$ cat config.mk
export PLATFORM = sky130hd
export DESIGN_NAME = output_unloader
export DESIGN_NICKNAME = d
export VERILOG_FILES = /design/src/rtl/output_unloader.sv
export SDC_FILE = /design/constraint.sdc
export NUM_CORES = 1
export LEC_CHECK = 0
export CORE_MARGIN = 2
export CORE_UTILIZATION = 40
export CTS_BUF_LIST = sky130_fd_sc_hd__clkbuf_8
export DETAILED_ROUTE_END_ITERATION = 16
export PLACE_DENSITY = 0.68
export RECOVER_POWER = 100
export SLEW_MARGIN = 20
export SYNTH_ARGS = -nofsm -noshare
export SYNTH_HDL_FRONTEND = slang
export SYNTH_SLANG_ARGS = --single-unit
$ cat constraint.sdc
create_clock -name clock -period 6 [get_ports clock]
set_clock_uncertainty 0.15 [all_clocks]
set_input_delay 1.2 -clock clock [delete_from_list [all_inputs] [get_ports clock]]
set_output_delay 1.2 -clock clock [all_outputs]
set_load 0.01 [all_outputs]
$ cat src/rtl/output_unloader.sv
// -----------------------------------------------------------------------------
// output_unloader
//
// Reads the finished image back out of the output memory and serialises it
// onto a pixel stream. A start request unloads output_mem_depth words from
// address 0 upward. Each word is split into PIX_PER_WORD pixels, least
// significant byte first.
//
// Per word the sequence is FETCH, WAIT, then PIX_PER_WORD transfers.
// FETCH presents the address. WAIT catches the read data, which the memory
// returns one cycle later. There is no prefetch: each word costs two idle
// cycles on the stream.
//
// Ports
//   clock             system clock, rising edge
//   reset             asynchronous active-high reset
//   start_pulse       one-cycle unload request (ignored unless idle)
//   output_mem_depth  words to unload, sampled with start_pulse
//   output_mem_raddr  registered read address to the output memory
//   output_mem_rdata  read data, valid one cycle after the address
//   pixel_data        current pixel
//   pixel_valid       pixel_data is valid
//   pixel_ready       downstream accepts the pixel
//   pixel_last        final pixel of the image
//   busy              unload in progress
//   done_pulse        one-cycle completion strobe
//   depth_fault       sticky: a start asked for more than 2**ADDR_W words
//   checksum          (OUTPUT_UNLOADER_CHECKSUM_EN only) modulo-2^16 sum of
//                     every pixel transferred since the last start
//
// Optional feature macro: OUTPUT_UNLOADER_CHECKSUM_EN
// -----------------------------------------------------------------------------
module output_unloader #(
    parameter int WORD_W = 128,
    parameter int PIX_W  = 8,
    parameter int ADDR_W = 16
) (
    input  logic              clock,
    input  logic              reset,
    input  logic              start_pulse,
    input  logic [ADDR_W:0]   output_mem_depth,
    output logic [ADDR_W-1:0] output_mem_raddr,
    input  logic [WORD_W-1:0] output_mem_rdata,
    output logic [PIX_W-1:0]  pixel_data,
    output logic              pixel_valid,
    input  logic              pixel_ready,
    output logic              pixel_last,
    output logic              busy,
    output logic              done_pulse,
`ifdef OUTPUT_UNLOADER_CHECKSUM_EN
    output logic [15:0]       checksum,
`endif
    output logic              depth_fault
);

    localparam int PIX_PER_WORD = WORD_W / PIX_W;
    localparam int BYTE_W       = $clog2(PIX_PER_WORD);

    localparam logic [BYTE_W-1:0] LAST_BYTE = BYTE_W'(PIX_PER_WORD - 1);
    // Largest legal depth: every address from 0 to all-ones exactly once.
    localparam logic [ADDR_W:0]   MAX_DEPTH = {1'b1, {ADDR_W{1'b0}}};

    typedef enum logic [2:0] {
        S_IDLE,
        S_FETCH,
        S_WAIT,
        S_STREAM,
        S_DONE
    } state_t;

    state_t              state_reg,    state_next;
    logic [ADDR_W-1:0]   raddr_reg,    raddr_next;
    logic [ADDR_W:0]     word_idx_reg, word_idx_next;
    logic [ADDR_W:0]     depth_reg,    depth_next;
    logic [BYTE_W-1:0]   byte_idx_reg, byte_idx_next;
    logic [WORD_W-1:0]   shift_reg,    shift_next;
    logic                done_reg,     done_next;
    logic                fault_reg,    fault_next;
`ifdef OUTPUT_UNLOADER_CHECKSUM_EN
    logic [15:0]         csum_reg,     csum_next;
`endif

    logic                last_word;
    logic                transfer;
    logic [ADDR_W:0]     word_idx_inc;

    assign last_word    = (word_idx_reg == depth_reg - 1'b1);
    assign transfer     = (state_reg == S_STREAM) && pixel_ready;
    assign word_idx_inc = word_idx_reg + 1'b1;

    always_comb begin
        state_next    = state_reg;
        raddr_next    = raddr_reg;
        word_idx_next = word_idx_reg;
        depth_next    = depth_reg;
        byte_idx_next = byte_idx_reg;
        shift_next    = shift_reg;
        done_next     = 1'b0;
        fault_next    = fault_reg;
`ifdef OUTPUT_UNLOADER_CHECKSUM_EN
        csum_next     = csum_reg;
`endif

        case (state_reg)
            S_IDLE: begin
                if (start_pulse) begin
`ifdef OUTPUT_UNLOADER_CHECKSUM_EN
                    csum_next = '0;
`endif
                    if (output_mem_depth == '0) begin
                        // Empty image: complete immediately, no reads.
                        done_next  = 1'b1;
                        fault_next = 1'b0;
                    end else if (output_mem_depth > MAX_DEPTH) begin
                        // Would wrap the address space: refuse, flag, finish.
                        done_next  = 1'b1;
                        fault_next = 1'b1;
                    end else begin
                        depth_next    = output_mem_depth;
                        word_idx_next = '0;
                        raddr_next    = '0;
                        fault_next    = 1'b0;
                        state_next    = S_FETCH;
                    end
                end
            end

            // The address was registered on the edge entering FETCH, so
            // the memory sees it for the whole of this cycle.
            S_FETCH: state_next = S_WAIT;

            S_WAIT: begin
                shift_next    = output_mem_rdata;
                byte_idx_next = '0;
                state_next    = S_STREAM;
            end

            S_STREAM: begin
                if (transfer) begin
                    shift_next    = shift_reg >> PIX_W;
                    byte_idx_next = byte_idx_reg + 1'b1;
`ifdef OUTPUT_UNLOADER_CHECKSUM_EN
                    csum_next     = csum_reg + 16'(shift_reg[PIX_W-1:0]);
`endif
                    if (byte_idx_reg == LAST_BYTE) begin
                        if (last_word) begin
                            done_next  = 1'b1;
                            state_next = S_DONE;
                        end else begin
                            word_idx_next = word_idx_inc;
                            raddr_next    = word_idx_inc[ADDR_W-1:0];
                            state_next    = S_FETCH;
                        end
                    end
                end
            end

            S_DONE: state_next = S_IDLE;

            default: state_next = S_IDLE;
        endcase
    end

    always_ff @(posedge clock or posedge reset) begin
        if (reset) begin
            state_reg    <= S_IDLE;
            raddr_reg    <= '0;
            word_idx_reg <= '0;
            depth_reg    <= '0;
            byte_idx_reg <= '0;
            shift_reg    <= '0;
            done_reg     <= 1'b0;
            fault_reg    <= 1'b0;
        end else begin
            state_reg    <= state_next;
            raddr_reg    <= raddr_next;
            word_idx_reg <= word_idx_next;
            depth_reg    <= depth_next;
            byte_idx_reg <= byte_idx_next;
            shift_reg    <= shift_next;
            done_reg     <= done_next;
            fault_reg    <= fault_next;
        end
    end

`ifdef OUTPUT_UNLOADER_CHECKSUM_EN
    always_ff @(posedge clock or posedge reset) begin
        if (reset) begin
            csum_reg <= '0;
        end else begin
            csum_reg <= csum_next;
        end
    end

    assign checksum = csum_reg;
`endif

    assign output_mem_raddr = raddr_reg;
    // The shift register only moves on a transfer, so data holds under
    // back-pressure and is all-zero whenever nothing is streaming.
    assign pixel_data       = shift_reg[PIX_W-1:0];
    assign pixel_valid      = (state_reg == S_STREAM);
    assign pixel_last       = (state_reg == S_STREAM) && (byte_idx_reg == LAST_BYTE) && last_word;
    assign busy             = (state_reg != S_IDLE);
    assign done_pulse       = done_reg;
    assign depth_fault      = fault_reg;

endmodule

==> out/qor.yml <==
status: "finished, violations left"
violations: "max-capacitance violations, max-slew violations"
hold_path_end: "byte_idx_reg[0]"
drt_pass1_iterations: 5
numCtsBuffers: 17
max_cap_viol_count: 3
path_class: "flip-flop to output pin"
fp.dieW_microns: 150
grt_max_degree: 91
tightest_slew_ns: 3.51
clk_pin_slew_ns: 0.09
synth_fp_nets: 1161
num_rows: 53
max-vdd-ir-drop_uv: 125
rsz0062_at_grt: "no"
syn_to_final_growth_pct: 24.6
cts_buffer_depth: 2
powerDensity_nw_per_um2: 320
io_pins: 178
core_sq_um: 21000
finalCriticalPeriod_ns: 5.65
drc_errors: 0
slew_viol_final: 216
postRouteAntennaNets: 0
grt_first_pass_wirelength_microns: 35500
fmax_ghz: 0.177
cts_resized: 0
rr_startpoint: "state_reg[2]"
fillers: 2024
min-delay-start: "byte_idx_reg[0]"
reg2regPathDepth: 7
cts_hold_buf: 0
globalplace.congestion: 0.856
viasPerCell: 5.24
synth_area_sq_um: 8570
leakage_nw: 4.51
drt-initial-drc-count: 533
place_hpwl_microns: 15000
wl_microns: 22000
largest_reg_flops: 128
numPortBuffers: 177
clock_sinks: 171
grt_pass1_vias: 6989
period_share_pct: 94.1
setup_tns_ns: 0
whs_path_depth: 1
ys_types: 49
final_layout_size_suffix_gt1_share_pct: 5.74
cp_max_fo: 6
hold_violations: 0
syn_inst: 1006
crit_path_end_kind: "output pin"
synth_edf_count: 0
slew_headroom_pct: -134
wl_per_cell_microns: 15.6
synth_flop_cell: "dfrtp_1"
grtUsageTotal_pct: 19.9
ff2ff_setup_slack_ns: 0.83
die_y_microns: 150
insertion_delay_ns: 0.46
final_cell_area_sq_um: 10700
cp.arrival_ns: 4.30
root_buffer: "clkbuf_8"
avgSynthCellArea_sq_um: 8.52
yosysWarnings: 0
nets: 1274
start_util_pct: 40.8
vias: 7382
tritoncts: "done"
synth-seq-area-share_pct: 49.9
critPathRequiredTime_ns: 4.65
synth-seq-cells: 171
antenna_found_initial: 1
dpl_cell_area_sq_um: 10300
synth-async-reset-ratio_pct: 100
die-area_sq_um: 22600
cp-start-kind: "flip-flop"
cts_setup_buffers: 0
min_path_type: "flip-flop to flip-flop"
htreeDepth: 4
r2r_end: "shift_reg[40]"
grt_overflow: 0
setup_viol: 0
area by class of cell:
cell class	instances	area (sq um)	area share [%]
flip-flops and latches	171	4280	40.1
multi-input cells	731	3800	35.6
repair buffers	186	1840	17.2
well taps	275	344	3.22
clock buffers	18	248	2.32
clock inverters	14	114	1.07
inverters	12	46.3	0.434
diodes	1	2.50	0.0234
power breakdown:
part           switching [mW]  total (mW)  internal [mW]
Sequential              0.222        1.73           1.51
Combinational           0.475       0.914          0.440
Clock                   0.459       0.765          0.306
synth_stat cells (2+ instances only):
cell | n | area [sq um]
buf_4 | 24 | 180
nor2_1 | 143 | 537
inv_1 | 12 | 45.0
or3_1 | 4 | 25.0
a21oi_1 | 11 | 55.1
and3_1 | 3 | 18.8
o41ai_1 | 12 | 105
nand2_1 | 274 | 1030
nand2b_1 | 3 | 18.8
nand3b_1 | 2 | 15.0
o22ai_1 | 4 | 25.0
nor4_1 | 11 | 68.8
or4_4 | 2 | 22.5
nor3b_1 | 2 | 15.0
nand3_1 | 22 | 110
mux2_2 | 17 | 191
nor3_1 | 11 | 55.1
nor4_2 | 2 | 25.0
a21o_1 | 2 | 15.0
xor2_1 | 12 | 105
nand4_1 | 10 | 62.6
ha_1 | 6 | 75.1
o21ai_0 | 10 | 50.1
dfrtp_1 | 171 | 4280
and2_1 | 3 | 18.8
or4_1 | 4 | 30.0
xnor2_1 | 9 | 78.8
o31ai_1 | 10 | 75.1
buf_2 | 3 | 15.0
buf_1 | 2 | 7.51
clkbuf_1 | 62 | 233
a31oi_1 | 124 | 776
mux2i_1 | 3 | 30.0
critical path: stages, from the launching register on:
cell             delay [ns]
dfrtp_1                0.44
inv_1                  0.08
ha_1                   0.23
or3b_4                 0.44
or4_4                  0.51
a2111oi_4              0.39
o211ai_1               0.14
nor4_1                 0.61
nand2_1                0.20
nor2_1                 0.20
clkdlybuf4s50_1        0.60
worst max path at each step:
| stage | from | endpoint | slack [ns] | depth (start not counted) |
|---|---|---|---|---|
| detailed placement | depth_reg[0] | pixel_last | 0.87 | 10 |
| global route | depth_reg[0] | pixel_last | 0.07 | 10 |
| global placement | depth_reg[0] | pixel_last | 0.91 | 10 |
| floorplan | reset | byte_idx_reg[0] | 0.02 | 1 |
| CTS | depth_reg[0] | pixel_last | 0.34 | 10 |
| finish | depth_reg[0] | pixel_last | 0.35 | 10 |
layer usage:
layer | share of wire [%] | up-vias | routed length [microns] | global-route usage (%)
met1 | 46 | 3484 | 10200 | 28.3
met3 | 6.0 | 18 | 1310 | 4.64
met2 | 46 | 211 | 10200 | 30.9
met4 | 1.4 | 0 | 298 | 4.43
li1 | - | 3669 | - | -
met5 | 0 | - | 0 | 0
through the flow:
step | power (mW) | instances | hold slack (ns) | util [%] | worst slack (ns)
after global routing | 3.67 | 1408 | 0.379 | 50.8 | 0.0727
after detailed placement | 2.69 | 1375 | 0.335 | 49.2 | 0.867
after global placement | 2.66 | 1375 | 0.332 | 49.2 | 0.914
after floorplan | 2.38 | 1006 | 0.305 | - | 0.0182
after CTS | 3.45 | 1407 | 0.358 | 50.9 | 0.343
final | 3.41 | 1408 | 0.356 | 50.8 | 0.353
cells in the final DEF, fill, tap and decap left out, types with 6 or more instances in the layout:
cell type and n:
nor4_1 11, o21ai_0 10, clkdlybuf4s50_1 147, clkbuf_8 18
mux2_2 17, nor2_1 143, xnor2_1 9, nand4_1 10
dfrtp_1 171, xor2_1 12, o41ai_1 12, inv_1 12
a31oi_1 124, nand3_1 22, dlygate4sd3_1 30, ha_1 6
a21oi_1 11, nor3_1 11, o31ai_1 10, nand2_1 273
cell families after synthesis:
logic type,Yosys count,synth area share (%)
and+or+nand+nor,500,24.3
AOI/OAI and AO/OA,183,14.1
DFF,171,49.9
buffers and inverters,104,5.74
xor gates and xnor gates,22,2.41
muxes,20,2.59
adders and majority gates,6,0.876
Power figures use the tool's default switching activity.
==> RTL change: new RTL, same flow settings <==
Set the parameter `ADDR_W` to 17 (it was 16).
--- a/src/rtl/output_unloader.sv
+++ b/src/rtl/output_unloader.sv
@@ -33,7 +33,7 @@
 module output_unloader #(
     parameter int WORD_W = 128,
     parameter int PIX_W  = 8,
-    parameter int ADDR_W = 16
+    parameter int ADDR_W = 17
 ) (
     input  logic              clock,
     input  logic              reset,
Interface: changed (resized output_mem_depth and output_mem_raddr); port bits go from 178 to 180. No check against the original RTL was run, so the function may have changed too.
==> RTL change against the original RTL <==
The flow still finishes with violations (max-capacitance violations, max-slew violations). Global-route usage down 0.14 points. Count of clock-buffer cells in the layout down 1. Worst setup slack better by 0.20 ns. Sequential cell count up 2. Area after synthesis down 0.12%. Hold slack better by 0.0033 ns. Power up 5.5%. Routed wire length down 0.81%. Core utilization up 0.31 points. Cell count down 0.14%. Clock power up 13%. Via count down 1.7%. Design area up 0.61%. Highest routed layer unchanged.
==> RTL change: results (changes against the original RTL) <==
* Slowest-stage cell, CP: or4_1 (was nor4_1)
* Hold endpoint: depth_fault$_DFFE_PP0P_ (was byte_idx_reg[0]$_DFFE_PP0P_)
* Internal at 2.33 mW (was 2.26 mW)
* DR vias at 7253 (was 7382)
* Non-Clock Buffer Count at 188 (was 186)
* Combinational power at 1.01 mW (was 914 uW)
* Register area share after synthesis at 0.506 (was 0.499)
* Slowest stage delay, CP at 0.68 ns (was 0.61 ns)
* Hold Path Cell Cnt at 2 (was 1)
* Commonest cells post-synth: 279 x nand2_1, 173 x dfrtp_1, 145 x nor2_1, 123 x a31oi_1, 62 x clkbuf_1 (was 274 x nand2_1, 171 x dfrtp_1, 143 x nor2_1, 124 x a31oi_1, 62 x clkbuf_1)
* Vias in the first global route at 6748 (was 6989)
* Worst vdd ir at 0.140 mV (was 0.125 mV)
* Reg2reg setup slack at 0.97 ns (was 0.83 ns)
* Worst reg2reg path depth at 8 (was 7)
* Worst flop-to-flop path endpoint: shift_reg[100]$_DFFE_PP0P_ (was shift_reg[40]$_DFFE_PP0P_)
* Metal3 WL at 989 um (was 1.31 mm)
* Max-Cap Viols at 3 (unchanged)
* First-pass GRT wire length at 35.1 mm (was 35.5 mm)
* Reg-to-reg startpoint: state_reg[1]$_DFFE_PP0P_ (was state_reg[2]$_DFFE_PP0P_)
* GR Util met2 at 0.303 (was 0.309)
* Routed vias/inst at 5.16 (was 5.24)
* Max-slew violations at 260 (was 216)
* Final WS setup at 0.549 ns (was 0.353 ns)
* Port Buffers at 179 (was 177)
* #MultiIn Comb at 730 (was 731)
* Worst Path Max Fanout at 12 (was 6)
* Crit path arrival time at 4.10 ns (was 4.30 ns)
* Placer Congestion at 0.860 (was 0.856)
* Final HPWL DP at 14.9 mm (was 15.0 mm)
* Failing checks: max-capacitance violations, max-slew violations (unchanged)
* Synth top area cells: dfrtp_1 51%, nand2_1 12%, a31oi_1 9.0%, nor2_1 6.4%, clkbuf_1 2.7% (was dfrtp_1 50%, nand2_1 12%, a31oi_1 9.1%, nor2_1 6.3%, clkbuf_1 2.7%)
* Max-slew headroom at -0.561 (was -1.34)
* Synthesized Nets at 1155 (was 1161)
* CLK BUF at 17 (was 18)
* Status: complete, but fails checks (unchanged)
* PD cells at 335 mW/mm^2 (was 320 mW/mm^2)
* Non-clock buffer share at 0.173 (was 0.172)
[RTL change: cell types whose count changed after synthesis, sizes merged, moves of 4 or more]
cell	change
and3	+4
nand2	+5
a21oi	+6
o41ai	-11
o22ai	-4
nand3	-10
inv	-6
o21ai	+6
xnor2	+13
nor4	-4
o31ai	-6
nor3	-4
[RTL change: through the flow]
stage,util,power [mW]
CTS,0.512,3.65
detailed placement,0.492,2.79
finish,0.511,3.60
global placement,0.492,2.75
global route,0.511,3.87
floorplan,-,2.46
[RTL change: logic make-up after synthesis]
| family | Yosys count | share of synthesized area |
|---|---|---|
| buffers and inverters | 99 | 0.0563 |
| and+or+nand+nor | 501 | 0.248 |
| xor gates and xnor gates | 34 | 0.0348 |
| DFF | 173 | 0.506 |
| AOI/OAI and AO/OA | 174 | 0.127 |
| adders and majority gates | 3 | 0.00439 |
| muxes | 18 | 0.0235 |
